--- config.mk ---
export PLATFORM = sky130hd
export DESIGN_NAME = jingle_sequencer
export DESIGN_NICKNAME = d
export VERILOG_FILES = /design/src/rtl/jingle_pkg.sv /design/src/rtl/bcd_step_counter.sv /design/src/rtl/jingle_sequencer.sv
export SDC_FILE = /design/constraint.sdc
export NUM_CORES = 1
export LEC_CHECK = 0
export ABC_AREA = 1
export CORE_MARGIN = 4
export CORE_UTILIZATION = 60
export DETAILED_ROUTE_END_ITERATION = 10
export PLACE_DENSITY = 0.75
export SLEW_MARGIN = 30
export SYNTH_ARGS = -nofsm -noshare
export SYNTH_HDL_FRONTEND = slang
export SYNTH_SLANG_ARGS = --single-unit
--- constraint.sdc ---
create_clock -name clk -period 2.4 [get_ports clk]
set_input_delay 0.72 -clock clk [delete_from_list [all_inputs] [get_ports clk]]
set_output_delay 0.72 -clock clk [all_outputs]
set_load 0.01 [all_outputs]
--- src/rtl/jingle_pkg.sv ---
// jingle_pkg
// Shared types and defaults for the jingle sequencer.
//   state_t        : sequencer FSM state encoding (IDLE, NOTE, GAP)
//   DEF_*          : default beat length, gap length and final step index
//   BCD_MAX        : largest value a BCD digit may hold
//   to_bcd8()      : converts a decimal step number 0..99 to two packed BCD digits
package jingle_pkg;

    typedef enum logic [1:0] {
        IDLE = 2'd0,
        NOTE = 2'd1,
        GAP  = 2'd2
    } state_t;

    localparam int DEF_BEAT_CYCLES = 25_000_000;
    localparam int DEF_GAP_CYCLES  = 2_500_000;
    localparam int DEF_LAST_STEP   = 12;

    localparam logic [3:0] BCD_MAX = 4'd9;

    function automatic logic [7:0] to_bcd8(input int value);
        logic [3:0] tens;
        logic [3:0] ones;
        tens = 4'((value / 10) % 10);
        ones = 4'(value % 10);
        return {tens, ones};
    endfunction

endpackage

--- src/rtl/bcd_step_counter.sv ---
// bcd_step_counter
// Two-digit BCD step register (tens:ones) used as the jingle note index.
// Ports:
//   clk, rst  : clock, asynchronous active-high reset
//   clr       : synchronous clear to 00 (wins over inc)
//   inc       : advance one step in BCD; ignored once the index equals last
//   last[7:0] : final step, packed BCD {tens, ones}
//   ones,tens : current index digits (registered)
//   at_last   : current index equals last
module bcd_step_counter
    import jingle_pkg::*;
(
    input  logic       clk,
    input  logic       rst,
    input  logic       clr,
    input  logic       inc,
    input  logic [7:0] last,
    output logic [3:0] ones,
    output logic [3:0] tens,
    output logic       at_last
);

    assign at_last = ({tens, ones} == last);

    always_ff @(posedge clk or posedge rst) begin
        if (rst) begin
            ones <= 4'd0;
            tens <= 4'd0;
        end else if (clr) begin
            ones <= 4'd0;
            tens <= 4'd0;
        end else if (inc && !at_last) begin
            if (ones == BCD_MAX) begin
                ones <= 4'd0;
                // The tens digit wraps rather than leaving BCD range; with
                // last <= 99 the at_last guard keeps this from ever happening.
                tens <= (tens == BCD_MAX) ? 4'd0 : tens + 4'd1;
            end else begin
                ones <= ones + 4'd1;
            end
        end
    end

endmodule

--- src/rtl/jingle_sequencer.sv ---
// jingle_sequencer
// Steps a two-digit BCD note index at a programmable beat rate, with an
// optional muted gap after every note so repeated notes stay distinct.
// Parameters:
//   BEAT_CYCLES : clock cycles each note sounds (>= 2)
//   GAP_CYCLES  : muted cycles after each note (0 = no gap)
//   LAST_STEP   : final note index, decimal 0..99
// Ports:
//   clk, rst    : clock, asynchronous active-high reset
//   start       : one-cycle request to play from step 00 (ignored while busy)
//   stop        : abort request, highest priority
//   num0, num1  : BCD ones / tens digit of the current step
//   mute        : speaker must be silent
//   busy        : jingle in progress (NOTE or GAP)
//   done        : one-cycle pulse on normal completion, aligned with busy falling
//
// state | meaning
// ------+-------------------------------------------------------------
// IDLE  | not playing; index 00, muted
// NOTE  | current index sounding, beat counter running
// GAP   | muted separation after a note, index held, gap counter running
module jingle_sequencer
    import jingle_pkg::*;
#(
    parameter int BEAT_CYCLES = DEF_BEAT_CYCLES,
    parameter int GAP_CYCLES  = DEF_GAP_CYCLES,
    parameter int LAST_STEP   = DEF_LAST_STEP
) (
    input  logic       clk,
    input  logic       rst,
    input  logic       start,
    input  logic       stop,
    output logic [3:0] num0,
    output logic [3:0] num1,
    output logic       mute,
    output logic       busy,
    output logic       done
);

    localparam int BEAT_W = $clog2(BEAT_CYCLES);
    localparam int GAP_W  = (GAP_CYCLES > 1) ? $clog2(GAP_CYCLES) : 1;

    localparam logic [BEAT_W-1:0] BEAT_LAST = BEAT_W'(BEAT_CYCLES - 1);
    localparam logic [GAP_W-1:0]  GAP_LAST  = (GAP_CYCLES > 0) ? GAP_W'(GAP_CYCLES - 1) : '0;
    localparam bit                HAS_GAP   = (GAP_CYCLES > 0);
    localparam logic [7:0]        LAST_BCD  = to_bcd8(LAST_STEP);

    state_t state, state_d;

    logic [BEAT_W-1:0] beat_cnt, beat_cnt_d;
    logic [GAP_W-1:0]  gap_cnt, gap_cnt_d;

    logic step_clr;
    logic step_inc;
    logic at_last;
    logic done_d;

    bcd_step_counter u_step (
        .clk     (clk),
        .rst     (rst),
        .clr     (step_clr),
        .inc     (step_inc),
        .last    (LAST_BCD),
        .ones    (num0),
        .tens    (num1),
        .at_last (at_last)
    );

    // Counters default to zero so any state change (or a note-to-note
    // step with no gap) leaves them cleared for the next state.
    always_comb begin
        state_d    = state;
        beat_cnt_d = '0;
        gap_cnt_d  = '0;
        step_clr   = 1'b0;
        step_inc   = 1'b0;
        done_d     = 1'b0;

        case (state)
            IDLE: begin
                if (start && !stop) begin
                    state_d  = NOTE;
                    step_clr = 1'b1;
                end
            end

            NOTE: begin
                if (stop) begin
                    state_d  = IDLE;
                    step_clr = 1'b1;
                end else if (beat_cnt == BEAT_LAST) begin
                    if (HAS_GAP) begin
                        state_d = GAP;
                    end else if (at_last) begin
                        state_d  = IDLE;
                        step_clr = 1'b1;
                        done_d   = 1'b1;
                    end else begin
                        step_inc = 1'b1;
                    end
                end else begin
                    beat_cnt_d = beat_cnt + 1'b1;
                end
            end

            GAP: begin
                if (stop) begin
                    state_d  = IDLE;
                    step_clr = 1'b1;
                end else if (gap_cnt == GAP_LAST) begin
                    if (at_last) begin
                        state_d  = IDLE;
                        step_clr = 1'b1;
                        done_d   = 1'b1;
                    end else begin
                        // Index advances on the same edge mute drops.
                        state_d  = NOTE;
                        step_inc = 1'b1;
                    end
                end else begin
                    gap_cnt_d = gap_cnt + 1'b1;
                end
            end

            default: begin
                state_d  = IDLE;
                step_clr = 1'b1;
            end
        endcase
    end

    always_ff @(posedge clk or posedge rst) begin
        if (rst) begin
            state    <= IDLE;
            beat_cnt <= '0;
            gap_cnt  <= '0;
            mute     <= 1'b1;
            busy     <= 1'b0;
            done     <= 1'b0;
        end else begin
            state    <= state_d;
            beat_cnt <= beat_cnt_d;
            gap_cnt  <= gap_cnt_d;
            mute     <= (state_d != NOTE);
            busy     <= (state_d != IDLE);
            done     <= done_d;
        end
    end

endmodule

==> Yosys cells after proc, flatten, opt, wreduce, memory -nomap -nowiden <==
Index checks and enable logic that the tools add are counted.
Widths: inputs -> output; s select.
{ "totals": {"reg_bits": 60, "latch_bits": 0, "mem_bits_rw": 0, "rom_bits": 0, "input_bits": 4, "output_inout_bits": 11, "wordCells": 61, "mem_count": 0} }
{ "op_classes": {"add_sub_neg": 4, "multipliers": 0, "div_mod_pow": 0, "magnitude_cmp": 0, "n_eq_ne": 8, "shift": 0, "mux": 32, "n_bitwise": 0, "n_reduce_logical": 9} }
{ "ops": {"columns": ["cell", "count"], "rows": [
  ["$mux 25", 3],
  ["$mux 22", 3],
  ["$mux 4", 7],
  ["$add 25x1->25 const B", 1],
  ["$eq 25x25->1 const B", 1],
  ["$add 22x1->22 const B", 1],
  ["$eq 22x22->1 const B", 1],
  ["$mux 1", 12],
  ["$mux 2", 5],
  ["$add 4x1->4 const B", 2],
  ["$eq 4x4->1 const B", 2],
  ["$eq 8x5->1 const B", 1],
  ["$pmux 2 s3", 1],
  ["$reduce_bool 2->1", 3],
  ["$pmux 1 s3", 1],
  ["$eq 2x1->1 const B", 1],
  ["$eq 2x2->1 const B", 1],
  ["$logic_and 1x1->1", 2],
  ["$logic_not 1->1", 2],
  ["$logic_not 2->1", 1],
  ["$ne 2x1->1 const B", 1],
  ["$reduce_and 2->1", 1]
]} }

==> Longest topological paths before layout <==
Gate-level depths: netlist of the first run.
{ "depth": {"ltp_word": 8, "ltp_mapped": 12, "depth_no_buf": 12} }

==> By module <==
Synthesis of the first run repeated with hierarchy kept, for this count alone.
{ "unflattened": {"cells_unflattened": 504, "area_unflattened_um2": 3613.5} }
{ "modules_own_cells": {"columns": ["mod", "n_inst", "cells_each", "area_each_um2"], "rows": [
  ["jingle_sequencer", 1, 407, 2976.6],
  ["bcd_step_counter", 1, 97, 636.9]
]} }

==> Least setup slack after synthesis of the first run <==
No wires, ideal clock.
{ "synth_timing": {"kind": "input -> register", "start": "in stop", "end": "reg u_step.ones[2]", "arrival_ns": 1.515, "required_time_ns": 2.282, "path_slack_ns": 0.766, "path_stages": 7, "path_cell_list": "inv_1 nand2_1 nor2_1 nand3_2 nor2_1 xor2_1 nor2_1"} }
{ "synth_via": {"elab_chain_len": 5, "elab_cells_between_ends": 11, "classes_between": "mux: 7; reduce/logical: 4"} }
{ "synth_lines": {"columns": ["item", "line_no", "rtl"], "rows": [
  ["start: declaration", "jingle_sequencer.sv:32", "input logic stop,"],
  ["$logic_not 1->1", "jingle_sequencer.sv:81", "if (start && !stop) begin"],
  ["$logic_and 1x1->1", "jingle_sequencer.sv:81", null],
  ["$mux 1", "jingle_sequencer.sv:81", null],
  ["$pmux 1 s3", "jingle_sequencer.sv:79", "case (state)"],
  ["$mux 4 or $reduce_bool 2->1 (tied branches)", null, null],
  ["end signal: assignment", "bcd_step_counter.sv:39", "ones <= ones + 4'd1;"],
  ["end: declaration", "bcd_step_counter.sv:18", "output logic [3:0] ones,"]
]} }
Parallel ways exist; a longest one is shown, timed or not.
A chain may end at the register's enable or synchronous reset.

==> Worst setup path after layout of the first run <==
{ "layout_timing": {"start": "reg mute", "end": "out mute"} }
{ "layout_rtl": {"columns": ["item", "line_no", "rtl"], "rows": [
  ["start: declaration", "jingle_sequencer.sv:35", "output logic mute,"],
  ["start signal: assignment", "jingle_sequencer.sv:144", "mute <= (state_d != NOTE);"]
]} }
No word-level cell between the ends.

==> impl_metrics.py, run 1 <==
metrics = {
    "routing": {
        "ant_nets": 0,
        "wl_mm": 7.277,
        "drtPass1Iterations": 4,
        "drc": 0,
        "detail_route.wl_per_cell_um": 12.93,
        "drt_iter0_drc": 175,
        "vias_per_cell": 5.314,
        "dr_total_vias": 2992,
    },
    "sta": {
        "hold_viol": 0,
        "tightestPinTransition_ns": 0.4922,
        "fin_crit_ns": 2.094,
        "tns_ns": 0,
        "setup_viol": 0,
        "rsz0062_at_grt": "false",
        "drv_slew": 0,
        "timing.fmax_mhz": 477.5,
        "period_share": 0.8727,
        "skew_ns": 0.007311,
        "slew_headroom": 0.6719,
    },
    "pwr": {
        "p_leak_nw": 1.684,
        "powerDensity_nw_per_um2": 610.7,
        "peakVddDrop_v": 0.0005932,
    },
    "global_routing": {
        "overflow": 0,
        "grt_pass1_wl_mm": 13.12,
        "antenna_found_initial": 0,
        "grt_usage": 0.2271,
        "grt_max_degree": 41,
        "grt_pass1_vias": 2974,
    },
    "setup_path": {
        "slowest_stage": "clkdlybuf4s50_1",
        "crit_chain": "clkdlybuf4s50_1",
        "required_ns": 1.68,
        "r2r-start": "beat_cnt[0]$_DFF_PP0_",
        "path_class": "register to output pin",
        "cp-end-kind": "output pin",
        "path_delay_family": "buffers and inverters",
        "r2r_end": "beat_cnt[21]$_DFF_PP0_",
        "worstSetupStartpointType": "register",
        "cp-startpoint": "mute$_DFF_PP1_",
        "cp.buffers_inverters": 1,
        "cp.arrival_ns": 1.37,
        "crit_fanout": 1,
        "reg2reg_depth": 8,
        "r2r_slack_ns": 0.48,
        "cpPeakStageDelay_ns": 0.52,
    },
    "clock_tree": {
        "cts_htree_levels": 3,
        "numCtsBuffers": 9,
        "cts_tree": "yes",
        "post_cts_resize_count": 0,
        "clkLatencyLatePin_ns": 0.34,
        "post-cts-setup-buffers": 0,
        "clock_sinks": 60,
        "clockBufferDepth": 2,
        "ctsRootBufferMaster": "clkbuf_8",
        "clk_pin_slew_worst_paths_ns": 0.07,
        "hold_buffers": 0,
    },
    "synth": {
        "syn_avg_cell_area_sq_um": 7.658,
        "syn-num-nets": 463,
        "synth_area_sq_um": 3500,
        "synth_cell_types": 34,
        "synth_edf_count": 0,
        "synthCells": 457,
        "ys_seq_area_frac": 0.4294,
        "yosysTopAreaCell": "dfrtp_1",
        "yosysTopAreaCellShare": 0.4219,
        "synthArstFlopShare": 1.000,
        "ys_warn_count": 0,
        "synth_area_leaders": "dfrtp_1, nand2_1, nor2_1",
        "postSynth.topFlopCell": "dfrtp_1",
        "ys_ff_latch": 60,
    },
    "cells_and_area": {
        "diodes": 0,
        "final_cell_mix": "nand2_1, nor2_1, dfrtp_1",
        "fin_util": 0.7140,
        "areaGrowthSynthToFinish_pct": 13.73,
        "finalNonFillerCells": 563,
        "drive_gt1_frac": 0.1589,
        "final_common_cell": "nand2_1",
        "fin_nets": 492,
    },
    "min_path": {
        "hp-class": "register to register",
        "hold_path_startpoint": "gap_cnt[0]$_DFF_PP0_",
        "hold_end": "gap_cnt[0]$_DFF_PP0_",
        "min_path_cells": 1,
    },
    "status": {
        "status": "completed",
    },
    "floorplanning": {
        "fp.dieW_um": 84.37,
        "core_sq_um": 5574,
        "ios": 15,
        "initial_utilization": 0.6278,
        "num_rows": 27,
        "dieArea_sq_um": 7118,
        "die_y_um": 84.37,
    },
    "place": {
        "gp_congestion": 0.9187,
        "port_buffers": 14,
        "dp_hpwl_mm": 5.475,
        "dpl.cell_count": 547,
    },
    "run": {
        "max_cap_viol_count": 0,
    },
}
## report_power, final
part / switching (W) / total, W / internal [W]
Clock: 0.000409 / 0.00100 / 0.000591
Combinational: 0.000169 / 0.000315 / 0.000145
Sequential: 0.0000626 / 0.00112 / 0.00105
## per-layer routing
metal | vias to the layer above | global-route usage | wire, um
met5 | - | 0 | 0
met2 | 55 | 0.3780 | 3643
li1 | 1515 | - | -
met4 | 0 | 0.1065 | 138
met3 | 17 | 0.04416 | 239
met1 | 1405 | 0.2852 | 3255
## Yosys cell counts (all sizes together), types with 8 or more instances
cell and count:
nor2 103, o21ai 9, dfrtp 59, xor2 8, nor3 24, a21oi 14, nand3 32, nand2 102
nand4 15, inv 63
## worst max path at each step
stage / to / slack [ns] / cells past startpoint
after floorplan: beat_cnt[0]$_DFF_PP0_ / 0.20 / 1
after global placement: u_step.tens[1]$_DFFE_PP0P_ / 0.21 / 8
after detailed placement: u_step.tens[1]$_DFFE_PP0P_ / 0.09 / 8
after CTS: mute / 0.29 / 1
after global routing: num1[0] / 0.24 / 1
final: mute / 0.31 / 1
## sequential cells by signal, summed over array words and instances (netlist names)
signal and flops:
state 2, gap_cnt 22, busy 1, done 1
mute 1, u_step.tens 4, u_step.ones 4, beat_cnt 25
## metrics by stage
step	instance area (sq um)	total power (W)	setup WS [ns]	hold slack [ns]
floorplan	3500	0.001313	0.1970	0.4326
global placement	3759	0.001437	0.2080	0.4595
detailed placement	3759	0.001452	0.09228	0.4760
CTS	3980	0.002443	0.2918	0.4840
global route	3980	0.002538	0.2355	0.4978
finish	3980	0.002431	0.3056	0.4848
## cell families (layout without fill, tap and decap cells)
family / after synthesis / after routing / share of synthesized area
compound gates: 26 / 26 / 0.04290
xor+xnor: 13 / 13 / 0.03254
fa+ha+maj: 2 / 2 / 0.007149
buf+inv: 65 / 99 / 0.07222
flops: 60 / 60 / 0.4294
simple gates: 291 / 291 / 0.4158
## area by class of cell
cell class,count,area (sq um)
sequential,60,1503
tap,72,90.09
clock inverter,3,42.54
timing repair buffer,20,185.2
multi-input combinational,332,1744
inverter,63,236.5
clock buffer,13,178.9
fill,451,1594
No activity file was read; power rests on OpenSTA's default activity.
==> inputs of run 2 (changes only) <==
--- a/config.mk
+++ b/config.mk
@@ -9,7 +9,7 @@
 export CORE_MARGIN = 4
 export CORE_UTILIZATION = 60
 export DETAILED_ROUTE_END_ITERATION = 10
-export PLACE_DENSITY = 0.75
+export PLACE_DENSITY = 0.79
 export SLEW_MARGIN = 30
 export SYNTH_ARGS = -nofsm -noshare
 export SYNTH_HDL_FRONTEND = slang
==> run 2 against run 1 <==
Effect of this change:
- clock skew increased by 0.0049 ns
- worst setup slack improved by 0.0028 ns
- sequential share of layout area increased by 0.35 points
- power fell by 7.4%
- clock power shrank 18%
- hold slack improved by 0.00063 ns
- clock-buffer cell count is 1 lower
- register-to-register slack improved by 0.03 ns
- global-route usage down 0.083 points
- die area is the same
- largest power group unchanged
- highest routed layer unchanged
==> impl_metrics.py, run 2 (synthesis results as in run 1) <==
metrics = {
    "setup_path": {
        "path_class": "register to output pin",
        "cp.buffers_inverters": 1,
        "reg2reg_depth": 8,
        "cp.arrival_ns": 1.37,
        "cp.depth": 1,
        "crit_fanout": 1,
        "r2r-start": "beat_cnt[0]$_DFF_PP0_",
        "timing.critical_path.to": "mute",
        "cp-end-kind": "output pin",
        "path_delay_family": "flip-flops",
        "crit_chain": "clkdlybuf4s50_1",
        "worstSetupStartpointType": "register",
        "slowest_stage": "dfstp_2",
        "r2r_slack_ns": 0.51,
        "cp-startpoint": "mute$_DFF_PP1_",
        "cpPeakStageDelay_ns": 0.52,
        "r2r_end": "beat_cnt[21]$_DFF_PP0_",
        "required_ns": 1.68,
    },
    "cells_and_area": {
        "drive_gt1_frac": 0.1551,
        "top_register": "beat_cnt",
        "final_cell_mix": "nand2_1, nor2_1, dfrtp_1",
        "fin_util": 0.7075,
        "final_common_cell": "nand2_1",
        "areaGrowthSynthToFinish_pct": 12.69,
        "largest_registers": "beat_cnt (25), gap_cnt (22)",
        "largest_reg_flops": 25,
        "num-fill-cells": 491,
        "fin_nets": 491,
        "diodes": 0,
    },
    "routing": {
        "dr_total_vias": 2969,
        "drc": 0,
        "ant_nets": 0,
        "wl_mm": 7.254,
        "vias_per_cell": 5.283,
        "detail_route.wl_per_cell_um": 12.91,
        "drtPass1Iterations": 4,
        "drt_iter0_drc": 101,
    },
    "clock_tree": {
        "post_cts_resize_count": 0,
        "clk_pin_slew_worst_paths_ns": 0.07,
        "clkLatencyLatePin_ns": 0.34,
        "hold_buffers": 0,
        "ctsRootBufferMaster": "clkbuf_8",
        "clockBufferDepth": 2,
        "clock_sinks": 60,
        "numCtsBuffers": 9,
        "post-cts-setup-buffers": 0,
        "cts_htree_levels": 3,
        "cts_tree": "yes",
    },
    "global_routing": {
        "grt_max_degree": 29,
        "grt_pass1_vias": 3033,
        "antenna_found_initial": 0,
        "overflow": 0,
        "grt_usage": 0.2263,
        "grt_pass1_wl_mm": 13.13,
    },
    "min_path": {
        "hp-class": "register to register",
    },
    "sta": {
        "drv_slew": 0,
        "tns_ns": 0,
        "slew_headroom": 0.5336,
        "timing.fmax_mhz": 478.1,
        "setup_viol": 0,
        "rsz0062_at_grt": "false",
        "setup_ws_ns": 0.3084,
        "skew_ns": 0.01225,
        "hold_viol": 0,
        "period_share": 0.8715,
        "fin_crit_ns": 2.092,
        "tightestPinTransition_ns": 0.6933,
    },
    "pwr": {
        "powerDensity_nw_per_um2": 570.8,
        "peakVddDrop_v": 0.0005489,
        "finalPower_w": 0.002251,
        "p_leak_nw": 1.661,
    },
    "floorplanning": {
        "num_rows": 27,
        "die_y_um": 84.37,
        "ios": 15,
        "dieArea_sq_um": 7118,
        "core_sq_um": 5574,
        "fp.dieW_um": 84.37,
        "initial_utilization": 0.6278,
    },
    "place": {
        "dp_hpwl_mm": 5.398,
        "port_buffers": 14,
        "gp_congestion": 0.8879,
        "pre_cts_ws_ns": 0.01564,
    },
    "run": {
        "max_cap_viol_count": 0,
    },
    "status": {
        "status": "completed",
    },
}
## run 2: how the worst min path moves through the flow
stage / from / to / slack (ns) / cells past startpoint
after floorplan: gap_cnt[0]$_DFF_PP0_ / gap_cnt[0]$_DFF_PP0_ / 0.43 / 1
after global placement: gap_cnt[0]$_DFF_PP0_ / gap_cnt[0]$_DFF_PP0_ / 0.46 / 1
after detailed placement: gap_cnt[0]$_DFF_PP0_ / gap_cnt[0]$_DFF_PP0_ / 0.47 / 1
after global routing: gap_cnt[0]$_DFF_PP0_ / gap_cnt[0]$_DFF_PP0_ / 0.52 / 1
final: gap_cnt[0]$_DFF_PP0_ / gap_cnt[0]$_DFF_PP0_ / 0.49 / 1
after CTS: gap_cnt[0]$_DFF_PP0_ / gap_cnt[0]$_DFF_PP0_ / 0.48 / 1
## run 2: per-layer routing
layer  track usage  wire length (um)  part of all wire
met1        0.2588              3191              0.44
met2        0.4053              3745              0.52
met3       0.06084               217             0.030
met4       0.08201                99             0.014
met5             0                 0                 0
## run 2: per-stage QoR
stage	area, sq um	std cells	hold slack, ns
6_report	3944	562	0.4854
5_1_grt	3944	562	0.5209
4_1_cts	3944	562	0.4820
3_5_place_dp	3764	546	0.4686
3_3_place_gp	3764	546	0.4586
2_1_floorplan	3500	457	0.4326
## run 2: area by class of cell
class	count	area, sq um	share of cell area
clock buffers	12	155.1	0.03934
multi-input cells	332	1744	0.4423
flip-flops and latches	60	1503	0.3810
repair buffers	19	190.2	0.04822
clock inverters	4	25.02	0.006345
inverters	63	236.5	0.05996
well taps	72	90.09	0.02284
## run 2: report_power, final
group	internal, W	leakage [nW]	switching [W]
registers	0.00105	0.824	0.0000615
logic	0.000148	0.748	0.000168
clock network	0.000427	0.0884	0.000393
total	0.00163	1.66	0.000623
